==> src/rtl/sensor_cmd_ctrl_pkg.sv <==
// Shared encodings for the sensor command controller: FSM states, command and response codes.
// Optional checksum verification is enabled with the SENSOR_CHECKSUM_EN macro.
package sensor_cmd_ctrl_pkg;

    typedef enum logic [2:0] {
        ST_IDLE,
        ST_CHECK,
        ST_START,
        ST_WAIT,
        ST_FORMAT,
        ST_SEND,
        ST_HOLD
    } state_e;

    localparam logic [7:0] CMD_STATUS    = 8'd0;
    localparam logic [7:0] CMD_TEMP      = 8'd1;
    localparam logic [7:0] CMD_HUM       = 8'd2;
    localparam logic [7:0] CMD_TEMP_CONT = 8'd3;
    localparam logic [7:0] CMD_HUM_CONT  = 8'd4;
    localparam logic [7:0] CMD_STOP_TEMP = 8'd5;
    localparam logic [7:0] CMD_STOP_HUM  = 8'd6;

    localparam logic [7:0] RSP_STATUS     = 8'h07;
    localparam logic [7:0] RSP_HUM        = 8'h08;
    localparam logic [7:0] RSP_TEMP       = 8'h09;
    localparam logic [7:0] RSP_STOP_TEMP  = 8'h0A;
    localparam logic [7:0] RSP_STOP_HUM   = 8'h0B;
    localparam logic [7:0] RSP_BAD_CMD    = 8'h0C;
    localparam logic [7:0] RSP_BAD_ADDR   = 8'h0D;
    localparam logic [7:0] RSP_CHKSUM     = 8'h1E;
    localparam logic [7:0] RSP_SENSOR_ERR = 8'h1F;
    localparam logic [7:0] RSP_FILL       = 8'hFF;

    // A sensor that is absent or stuck drives the bus high, giving this frame.
    localparam logic [39:0] ERR_FRAME = '1;

    function automatic logic [15:0] resp_word(input logic [7:0] code, input logic [7:0] payload);
        return {code, payload};
    endfunction

endpackage

==> src/rtl/sensor_resp_fmt.sv <==
// Combinational response builder: request validation codes and sensor-frame formatting.
// With SENSOR_CHECKSUM_EN defined the frame checksum byte is verified.
module sensor_resp_fmt
    import sensor_cmd_ctrl_pkg::*;
#(
    parameter int ADDR_W = 5,
    parameter int DATA_W = 40
) (
    input  logic [7:0]        cmd_i,
    input  logic [7:0]        addr_i,
    input  logic [DATA_W-1:0] frame_i,
    output logic              chk_err_o,
    output logic [15:0]       chk_resp_o,
    output logic [15:0]       fmt_resp_o
);

    logic [7:0] hum_int;
    logic [7:0] temp_int;

    assign hum_int  = frame_i[39:32];
    assign temp_int = frame_i[23:16];

`ifdef SENSOR_CHECKSUM_EN
    logic [7:0] csum;
    assign csum = frame_i[39:32] + frame_i[31:24] + frame_i[23:16] + frame_i[15:8];
`else
    logic unused_chk_bits;
    assign unused_chk_bits = ^{frame_i[31:24], frame_i[15:0]};
`endif

    always_comb begin
        chk_err_o  = 1'b1;
        chk_resp_o = resp_word(RSP_BAD_CMD, RSP_FILL);
        if (cmd_i > CMD_STOP_HUM) begin
            chk_resp_o = resp_word(RSP_BAD_CMD, RSP_FILL);
        end else if ((addr_i >> ADDR_W) != 8'd0) begin
            chk_resp_o = resp_word(RSP_BAD_ADDR, RSP_FILL);
        end else if (cmd_i == CMD_STOP_TEMP || cmd_i == CMD_STOP_HUM) begin
            // Stop requests reaching validation never have a matching continuous mode.
            chk_resp_o = resp_word(RSP_BAD_CMD, RSP_FILL);
        end else begin
            chk_err_o = 1'b0;
        end
    end

    always_comb begin
        fmt_resp_o = resp_word(RSP_BAD_CMD, RSP_FILL);
        if (frame_i == DATA_W'(ERR_FRAME)) begin
            fmt_resp_o = resp_word(RSP_SENSOR_ERR, RSP_FILL);
        end
`ifdef SENSOR_CHECKSUM_EN
        else if (csum != frame_i[7:0]) begin
            fmt_resp_o = resp_word(RSP_CHKSUM, RSP_FILL);
        end
`endif
        else begin
            case (cmd_i)
                CMD_STATUS:                fmt_resp_o = resp_word(RSP_STATUS, RSP_FILL);
                CMD_TEMP, CMD_TEMP_CONT:   fmt_resp_o = resp_word(RSP_TEMP, temp_int);
                CMD_HUM, CMD_HUM_CONT:     fmt_resp_o = resp_word(RSP_HUM, hum_int);
                default:                   fmt_resp_o = resp_word(RSP_BAD_CMD, RSP_FILL);
            endcase
        end
    end

endmodule

==> src/rtl/sensor_cmd_ctrl.sv <==
// Sensor command controller: request capture, sensor handshake with timeout, continuous sampling.
// Build with SENSOR_CHECKSUM_EN defined to reject frames whose checksum byte does not match.
module sensor_cmd_ctrl
    import sensor_cmd_ctrl_pkg::*;
#(
    parameter int ADDR_W      = 5,
    parameter int DATA_W      = 40,
    parameter int TIMEOUT_CYC = 12500000,
    parameter int PERIOD_CYC  = 50000000
) (
    input  logic              clock,
    input  logic              reset_n,
    input  logic              new_data,
    input  logic [7:0]        command,
    input  logic [7:0]        address,
    input  logic              sensor_valid,
    input  logic [DATA_W-1:0] data_sensor,
    output logic              sensor_start,
    output logic [ADDR_W-1:0] sensor_addr,
    input  logic              tx_ready,
    output logic              send_data_tx,
    output logic [15:0]       buffer_tx,
    output logic              busy
);

    localparam int TMO_W = (TIMEOUT_CYC > 1) ? $clog2(TIMEOUT_CYC) : 1;
    localparam int PER_W = (PERIOD_CYC > 1) ? $clog2(PERIOD_CYC) : 1;
    localparam logic [TMO_W-1:0] TMO_MAX = TMO_W'(TIMEOUT_CYC - 1);
    localparam logic [PER_W-1:0] PER_MAX = PER_W'(PERIOD_CYC - 1);

    state_e             state_q, state_d;
    logic [7:0]         cmd_q, cmd_d;
    logic [7:0]         addr_q, addr_d;
    logic [DATA_W-1:0]  frame_q, frame_d;
    logic [15:0]        resp_q, resp_d;
    logic [TMO_W-1:0]   tmo_q, tmo_d;
    logic [PER_W-1:0]   per_q, per_d;
    logic               cont_q, cont_d;
    logic               pend_q, pend_d;

    logic               chk_err;
    logic [15:0]        chk_resp;
    logic [15:0]        fmt_resp;
    logic               stop_match;
    logic [15:0]        stop_resp;

    sensor_resp_fmt #(
        .ADDR_W (ADDR_W),
        .DATA_W (DATA_W)
    ) u_fmt (
        .cmd_i      (cmd_q),
        .addr_i     (addr_q),
        .frame_i    (frame_q),
        .chk_err_o  (chk_err),
        .chk_resp_o (chk_resp),
        .fmt_resp_o (fmt_resp)
    );

    // A stop only counts when it names the running mode and the address being sampled.
    assign stop_match = new_data && (address == addr_q) &&
                        ((cmd_q == CMD_TEMP_CONT && command == CMD_STOP_TEMP) ||
                         (cmd_q == CMD_HUM_CONT  && command == CMD_STOP_HUM));
    assign stop_resp  = (cmd_q == CMD_TEMP_CONT) ? resp_word(RSP_STOP_TEMP, RSP_FILL)
                                                 : resp_word(RSP_STOP_HUM, RSP_FILL);

    always_comb begin
        state_d = state_q;
        cmd_d   = cmd_q;
        addr_d  = addr_q;
        frame_d = frame_q;
        resp_d  = resp_q;
        cont_d  = cont_q;
        pend_d  = pend_q;
        case (state_q)
            ST_IDLE: begin
                if (new_data) begin
                    cmd_d   = command;
                    addr_d  = address;
                    state_d = ST_CHECK;
                end
            end
            ST_CHECK: begin
                pend_d = 1'b0;
                if (chk_err) begin
                    resp_d  = chk_resp;
                    state_d = ST_SEND;
                end else begin
                    cont_d  = (cmd_q == CMD_TEMP_CONT) || (cmd_q == CMD_HUM_CONT);
                    state_d = ST_START;
                end
            end
            ST_START: state_d = ST_WAIT;
            ST_WAIT: begin
                if (cont_q && stop_match) pend_d = 1'b1;
                if (sensor_valid) begin
                    frame_d = data_sensor;
                    state_d = ST_FORMAT;
                end else if (tmo_q == TMO_MAX) begin
                    resp_d  = resp_word(RSP_SENSOR_ERR, RSP_FILL);
                    state_d = ST_SEND;
                end
            end
            ST_FORMAT: begin
                resp_d  = fmt_resp;
                state_d = ST_SEND;
            end
            ST_SEND: begin
                if (cont_q && stop_match) pend_d = 1'b1;
                if (tx_ready) state_d = cont_q ? ST_HOLD : ST_IDLE;
            end
            ST_HOLD: begin
                if (pend_q || stop_match) begin
                    resp_d  = stop_resp;
                    cont_d  = 1'b0;
                    pend_d  = 1'b0;
                    state_d = ST_SEND;
                end else if (per_q == PER_MAX) begin
                    state_d = ST_START;
                end
            end
            default: state_d = ST_IDLE;
        endcase

        // Counters run only while staying in their state, so any entry restarts them at zero.
        tmo_d = (state_q == ST_WAIT && state_d == ST_WAIT) ? tmo_q + TMO_W'(1) : '0;
        per_d = (state_q == ST_HOLD && state_d == ST_HOLD) ? per_q + PER_W'(1) : '0;
    end

    always_ff @(posedge clock or negedge reset_n) begin
        if (!reset_n) begin
            state_q <= ST_IDLE;
            cmd_q   <= '0;
            addr_q  <= '0;
            frame_q <= '0;
            resp_q  <= '0;
            tmo_q   <= '0;
            per_q   <= '0;
            cont_q  <= 1'b0;
            pend_q  <= 1'b0;
        end else begin
            state_q <= state_d;
            cmd_q   <= cmd_d;
            addr_q  <= addr_d;
            frame_q <= frame_d;
            resp_q  <= resp_d;
            tmo_q   <= tmo_d;
            per_q   <= per_d;
            cont_q  <= cont_d;
            pend_q  <= pend_d;
        end
    end

    assign sensor_start = (state_q == ST_START);
    assign sensor_addr  = addr_q[ADDR_W-1:0];
    assign send_data_tx = (state_q == ST_SEND);
    assign buffer_tx    = resp_q;
    assign busy         = (state_q != ST_IDLE);

endmodule

==> config.mk <==
export PLATFORM = sky130hd
export DESIGN_NAME = sensor_cmd_ctrl
export DESIGN_NICKNAME = d
export VERILOG_FILES = /design/src/rtl/sensor_cmd_ctrl_pkg.sv /design/src/rtl/sensor_resp_fmt.sv /design/src/rtl/sensor_cmd_ctrl.sv
export SDC_FILE = /design/constraint.sdc
export NUM_CORES = 1
export LEC_CHECK = 0
export BUFFER_PORTS_ARGS = -buffer_cell sky130_fd_sc_hd__buf_2
export CAP_MARGIN = 10
export CORE_MARGIN = 1.5
export CORE_UTILIZATION = 54
export CTS_BUF_LIST = sky130_fd_sc_hd__clkbuf_4 sky130_fd_sc_hd__clkbuf_8
export CTS_CLUSTER_SIZE = 28
export DETAILED_ROUTE_END_ITERATION = 8
export PLACE_DENSITY = 0.83
export SYNTH_ARGS = -nofsm -noshare
export SYNTH_HDL_FRONTEND = slang
export SYNTH_HIERARCHICAL = 1
export SYNTH_SLANG_ARGS = --single-unit
==> constraint.sdc <==
create_clock -name clock -period 2.4 [get_ports clock]
set_input_delay 0.36 -clock clock [delete_from_list [all_inputs] [get_ports clock]]
set_output_delay 0.36 -clock clock [all_outputs]
set_load 0.05 [all_outputs]
# Yosys cells after proc, flatten, opt, wreduce, memory -nomap -nowiden
# Index checks and enable logic that the tools add are counted.
# word_totals
in_bits	61
ff_bits	127
out_inout_bits	24
elab_cells	93
# op_classes
muxes	29
n_eq_ne	26
order_cmp	1
n_addsub	2
n_reduce_logical	26
# ops
operator	n
$mux W16	6
$pmux W16 S4	1
$eq A40 B40 Y1 const B	1
$eq A8 B3 Y1 const B	5
$pmux W12 S3	1
$add A26 B1 Y26 const B	1
$eq A26 B26 Y1 const B	1
$mux W26	1
$add A24 B1 Y24 const B	1
$eq A24 B24 Y1 const B	1
$mux W24	1
$mux W3	8
$pmux W3 S7	1
$mux W9	2
$eq A8 B2 Y1 const B	2
$eq A3 B3 Y1 const B	4
$ne A2 B2 Y1 const B	5
$eq A3 B2 Y1 const B	3
$eq A8 B1 Y1 const B	1
$eq A8 B8 Y1	1
$gt A8 B3 Y1 const B	1
$logic_not A8 Y1	1
$reduce_bool A8 Y1	1
$logic_and A1 B1 Y1	7
other kinds (14)	27

# Logic depth before layout (Yosys ltp)
# depth
word_depth	10
mapped_depth	9
depth_no_buf	8

# By module
# The synthesis kept the hierarchy.
# modules_own_cells
mod	seq_area_each_um2	n_inst	area_per_inst_um2	cells_each
sensor_cmd_ctrl	3178.0	1	5974.5	520
sensor_resp_fmt	0.0	1	495.5	73

# Worst setup path after synthesis
# Ideal clock, no wire load.
# synth_path
kind	register to register
startpoint	register cmd_q[5]
endpoint	register resp_q[11] (netlist: buffer_tx[11])
arrival_ns	2.506
setup_slack_ns	-0.231
setup_ns	0.125
synth_period_minus_slack_ns	2.631
stages_incl_launch_ff	7
t_required_ns	2.275
path_buffers	1
cell_sequence	dfrtp_1 > or4_4 > nor4_4 > a41oi_4 > a2111oi_4 > buf_6 > mux2_4
# synth_via
elab_chain_len	7
elab_cells_between_ends	25
classes_between	1 x order compare; 8 x eq/ne; 6 x mux; 10 x reduce/logical
# synth_rtl
item	line	source
from (decl)	sensor_cmd_ctrl.sv:32	logic [7:0] cmd_q, cmd_d;
from (signal assigned)	sensor_cmd_ctrl.sv:142	cmd_q <= cmd_d;
$eq A8 B3 Y1, or another cell as far along	sensor_resp_fmt.sv:38	end else if (cmd_i == CMD_STOP_TEMP || cmd_i == CMD_STOP_HUM) begin
$logic_or A1 B1 Y1, or another cell as far along	sensor_resp_fmt.sv:38	
$mux W1 or $logic_or A1 B1 Y1 (tied branches)	sensor_resp_fmt.sv:38, sensor_cmd_ctrl.sv:61	
$mux W1 or $logic_and A1 B1 Y1 (tied branches)	sensor_resp_fmt.sv:36, sensor_cmd_ctrl.sv:60	
$mux W1 or $logic_or A1 B1 Y1 (tied branches)	sensor_resp_fmt.sv:34, sensor_cmd_ctrl.sv:112	
$ne A2 B2 Y1 (no source line)	--	
$reduce_and A5 Y1 (no source line)	--	
to (signal assigned)	sensor_cmd_ctrl.sv:145	resp_q <= resp_d;
to (decl)	sensor_cmd_ctrl.sv:35	logic [15:0] resp_q, resp_d;
# Parallel ways exist; a longest one is shown, timed or not.
# A chain may end at the register's enable or synchronous reset.

# Worst setup path after layout
# layout_path
startpoint	register cmd_q[5]
endpoint	register resp_q[3] (netlist: buffer_tx[3])
# The elaborated chain is that of the path after synthesis.

==> impl_metrics.csv <==
group,metric,value,unit
status,status,"finished with violations",
status,violations,"DRC, setup timing",
worst_hold_path,worstHoldPathType,"input pin to register",
worst_setup_path,rr_endpoint,"buffer_tx[3]$_DFFE_PN0P_",
floorplanning,io_pins,85,
worst_hold_path,min_from,"data_sensor[20]",
worst_setup_path,endpoint_kind,"register",
yosys,async_reset_ff_share,100.0,%
clock_tree,path_clk_slew,80,ps
placed_design,place_ws,-124.9,ps
pwr,net-switching-power,3.445,mW
yosys,synth_area,6470,µm²
yosys,yosys.area_share.simple,17.58,%
yosys,syn_inst,593,
timing,fmax,0.4166,GHz
worst_setup_path,cp-start-kind,"register",
worst_hold_path,whs_path_depth,2,
timing,setup_viol,1,
yosys,synth_area_per_cell,10.91,µm²
pwr,ir_drop,0.0008938,V
pwr,power.density,1203,nW/µm²
clock_tree,cts_buffer_depth,2,
yosys,synth.top_cell.area_share,49.12,%
worst_setup_path,regToRegSetupSlack,-0.6,ps
timing,fin_hold_ws,141.5,ps
final_layout,fillers,840,
placed_design,dpl_cell_area,7118,µm²
worst_setup_path,critical_path_arrival,2730,ps
yosys,synth_compound_area_share,7.523,%
clock_tree,cts_sinks,127,
timing,rsz0062_at_grt,"true",
grt,grt_pass1_wl,23.49,mm
yosys,synth_edf_count,0,
yosys,ys_warn_count,6,
drt,drc,8,
placed_design,portBuffers,84,
clock_tree,cts_tree,"built",
worst_setup_path,worstReg2RegStart,"cmd_q[5]$_DFFE_PN0P_",
grt,track_usage,23.37,%
grt,grt_max_degree,50,
drt,wl_per_cell,16.37,µm
floorplanning,die_height,112.5,µm
clock_tree,htreeDepth,4,
final_layout,antenna_cells,0,
drt,wirelength,13.95,mm
grt,overflow,0,
timing,clock_skew,12.14,ps
floorplanning,num_rows,39,
pwr,p_int,5.727,mW
floorplanning,fp.dieArea,12650,µm²
flow_run,max_cap_viol_count,0,
yosys,synth_xor_area_share,7.445,%
yosys,synth.area.mux_share,12.65,%
worst_setup_path,reg2reg_depth,7,
yosys,synthTopCellsByCount,"dfrtp_1, nor2_1, mux2_2, nand2_1, xor2_1",
drt,drt_iter0_markers,259,
placed_design,gp_congestion,0.8683,
yosys,ys_ff_latch,127,
yosys,synth_most_common_cell,"dfrtp_1",
pwr,sw_frac_of_total,37.56,%
pwr,power_frac_seq,36.5,%
worst_hold_path,hold-path-endpoint,"frame_q[20]$_DFFE_PN0P_",
yosys,ys_seq_area_share,49.12,%
drt,ant_nets,0,
worst_setup_path,path_max_fanout,8,
timing,slew_headroom,58.92,%
yosys,synth_ff_type,"dfrtp_1",
timing,post-route-min-period,2401,ps
pwr,leakagePower,3.319,nW
final_layout,syn_to_final_growth,17.81,%
timing,final_hold_viol_count,0,
final_layout,stdcell_area,7622,µm²
floorplanning,start_util,55.95,%
final_layout,nets,760,
pwr,p_clk_share,22.3,%
yosys,ys_top_cells_by_area,"dfrtp_1, mux2_2, nor2_1, xor2_1, xnor2_1",
drt,detail_route.vias_per_cell,5.636,
yosys,ys_types,54,
timing,layout_setup_ws,-0.5691,ps
drt,num_vias,4802,
yosys,synth_top_area_cell,"dfrtp_1",
worst_setup_path,cp.required,2730,ps
timing,worst_pin_slew,616.2,ps
final_layout,layout-drive-gt1-share,32.58,%
floorplanning,die_w,112.5,µm
floorplanning,core_area,11560,µm²
worst_setup_path,critical_path_class,"register to register",
timing,setup-tns-final,-0.5691,ps
clock_tree,cts_root_buffer,"clkbuf_8",
pwr,p_comb_share,41.2,%
drt,drtPass1Iterations,7,
timing,fin_crit_sh,100.0,%
yosys,synth_fa_ha_area_share,0.5802,%
timing,drv_slew,0,
grt,grt_antenna_before_repair,0,
clock_tree,insertion_delay,440,ps
yosys,synth_top_family_by_area,"simple AND/OR/NAND/NOR gates",
clock_tree,cts_buffers,17,
grt,first_global_vias,4995,
placed_design,post-dp-hpwl,9.688,mm
[timing repair]
item                                    4_1_cts  5_1_grt
setup buffers                                 0        2
hold buffers                                  1        0
resized for setup                             0        3
endpoints found under the setup margin        0       16
endpoints found under the hold margin        42        0
[power groups by stage]
stage               Combinational (mW)  Sequential, mW  Clock, mW
CTS                               3.59            3.33       2.08
global route                      4.03            3.42       2.18
global placement                  3.46            3.30          0
floorplan                         2.39            3.67          0
detailed placement                3.58            3.36          0
finish                            3.78            3.34       2.05
[cell type report]
type                    count  area [µm²]  area share [%]
clock inverters            15       207.7           2.725
clock buffers              17       234.0           3.070
inverters                  11       41.29          0.5417
multi-input cells         424        3044           39.94
repair buffers            115       738.2           9.685
well taps                 143       178.9           2.347
flip-flops and latches    127        3178           41.69
[critical path: stages, from the launching register on]
cell,delay [ps]
dfrtp_1,400
or4_4,560
nor4_4,200
a41oi_4,170
a2111oi_4,300
buf_4,200
buf_12,130
mux2_2,330
[cells in the final DEF (no fill, tap or decap), types with 2 or more instances in the layout]
master      count
a21oi_1        10
a221o_1        11
a22oi_1         4
a2bb2oi_1       2
a31oi_1         2
and2_1          4
and3_1         10
and4_1          3
buf_12          5
buf_2          83
buf_4          25
bufinv_16       4
clkbuf_8       17
clkinv_4        2
clkinvlp_4      4
conb_1         18
dfrtp_1       127
ha_1            3
inv_1          10
inv_6           4
mux2_2         60
mux2_4         10
nand2_1        35
nand2b_1        4
nand3_1        22
nand4_1        20
nor2_1         71
nor2b_1         5
nor3_1         11
nor3b_1         5
nor4_1         12
nor4b_1         3
o21ai_0         9
o22ai_2         8
or3_1           5
xnor2_1        25
xor2_1         30
[sequential cells by signal, summed over array words and instances (netlist names)]
signal / flops
per_q: 26
cmd_q: 8
pend_q: 1
addr_q: 8
tmo_q: 24
state_q: 3
cont_q: 1
buffer_tx: 16
frame_q: 40
[metal layers]
layer  vias to the layer above  track usage, %  part of all wire (%)  routed length [µm]
met3                        30           5.454                   4.8                 665
met2                       157           39.06                    50                6991
met5                         -               0                     0                   0
li1                       2275               -                     -                   -
met1                      2340           29.31                    43                5966
met4                         0           10.13                   2.3                 327
[cells by family after synthesis]
family / Yosys count
compound gates: 56
simple gates: 222
buf+inv: 58
mux: 70
flops: 127
other cells: 2
xor+xnor: 55
fa+ha+maj: 3
[through the flow]
step | total power, mW | cells | util (%)
finish | 9.172 | 852 | 65.91
floorplan | 6.059 | 609 | -
detailed placement | 6.939 | 816 | 61.55
global placement | 6.758 | 816 | 61.55
CTS | 9.005 | 849 | 65.45
global route | 9.640 | 852 | 65.91
[worst max-delay path by stage]
stage,from,to,cells past startpoint
floorplan,command[3],buffer_tx[11]$_DFFE_PN0P_,6
global placement,command[3],buffer_tx[3]$_DFFE_PN0P_,7
detailed placement,command[3],buffer_tx[3]$_DFFE_PN0P_,7
CTS,cmd_q[5]$_DFFE_PN0P_,buffer_tx[4]$_DFFE_PN0P_,6
global route,cmd_q[5]$_DFFE_PN0P_,buffer_tx[2]$_DFFE_PN0P_,7
finish,cmd_q[5]$_DFFE_PN0P_,buffer_tx[3]$_DFFE_PN0P_,7
Note: power is estimated with default switching activity, not from simulation.
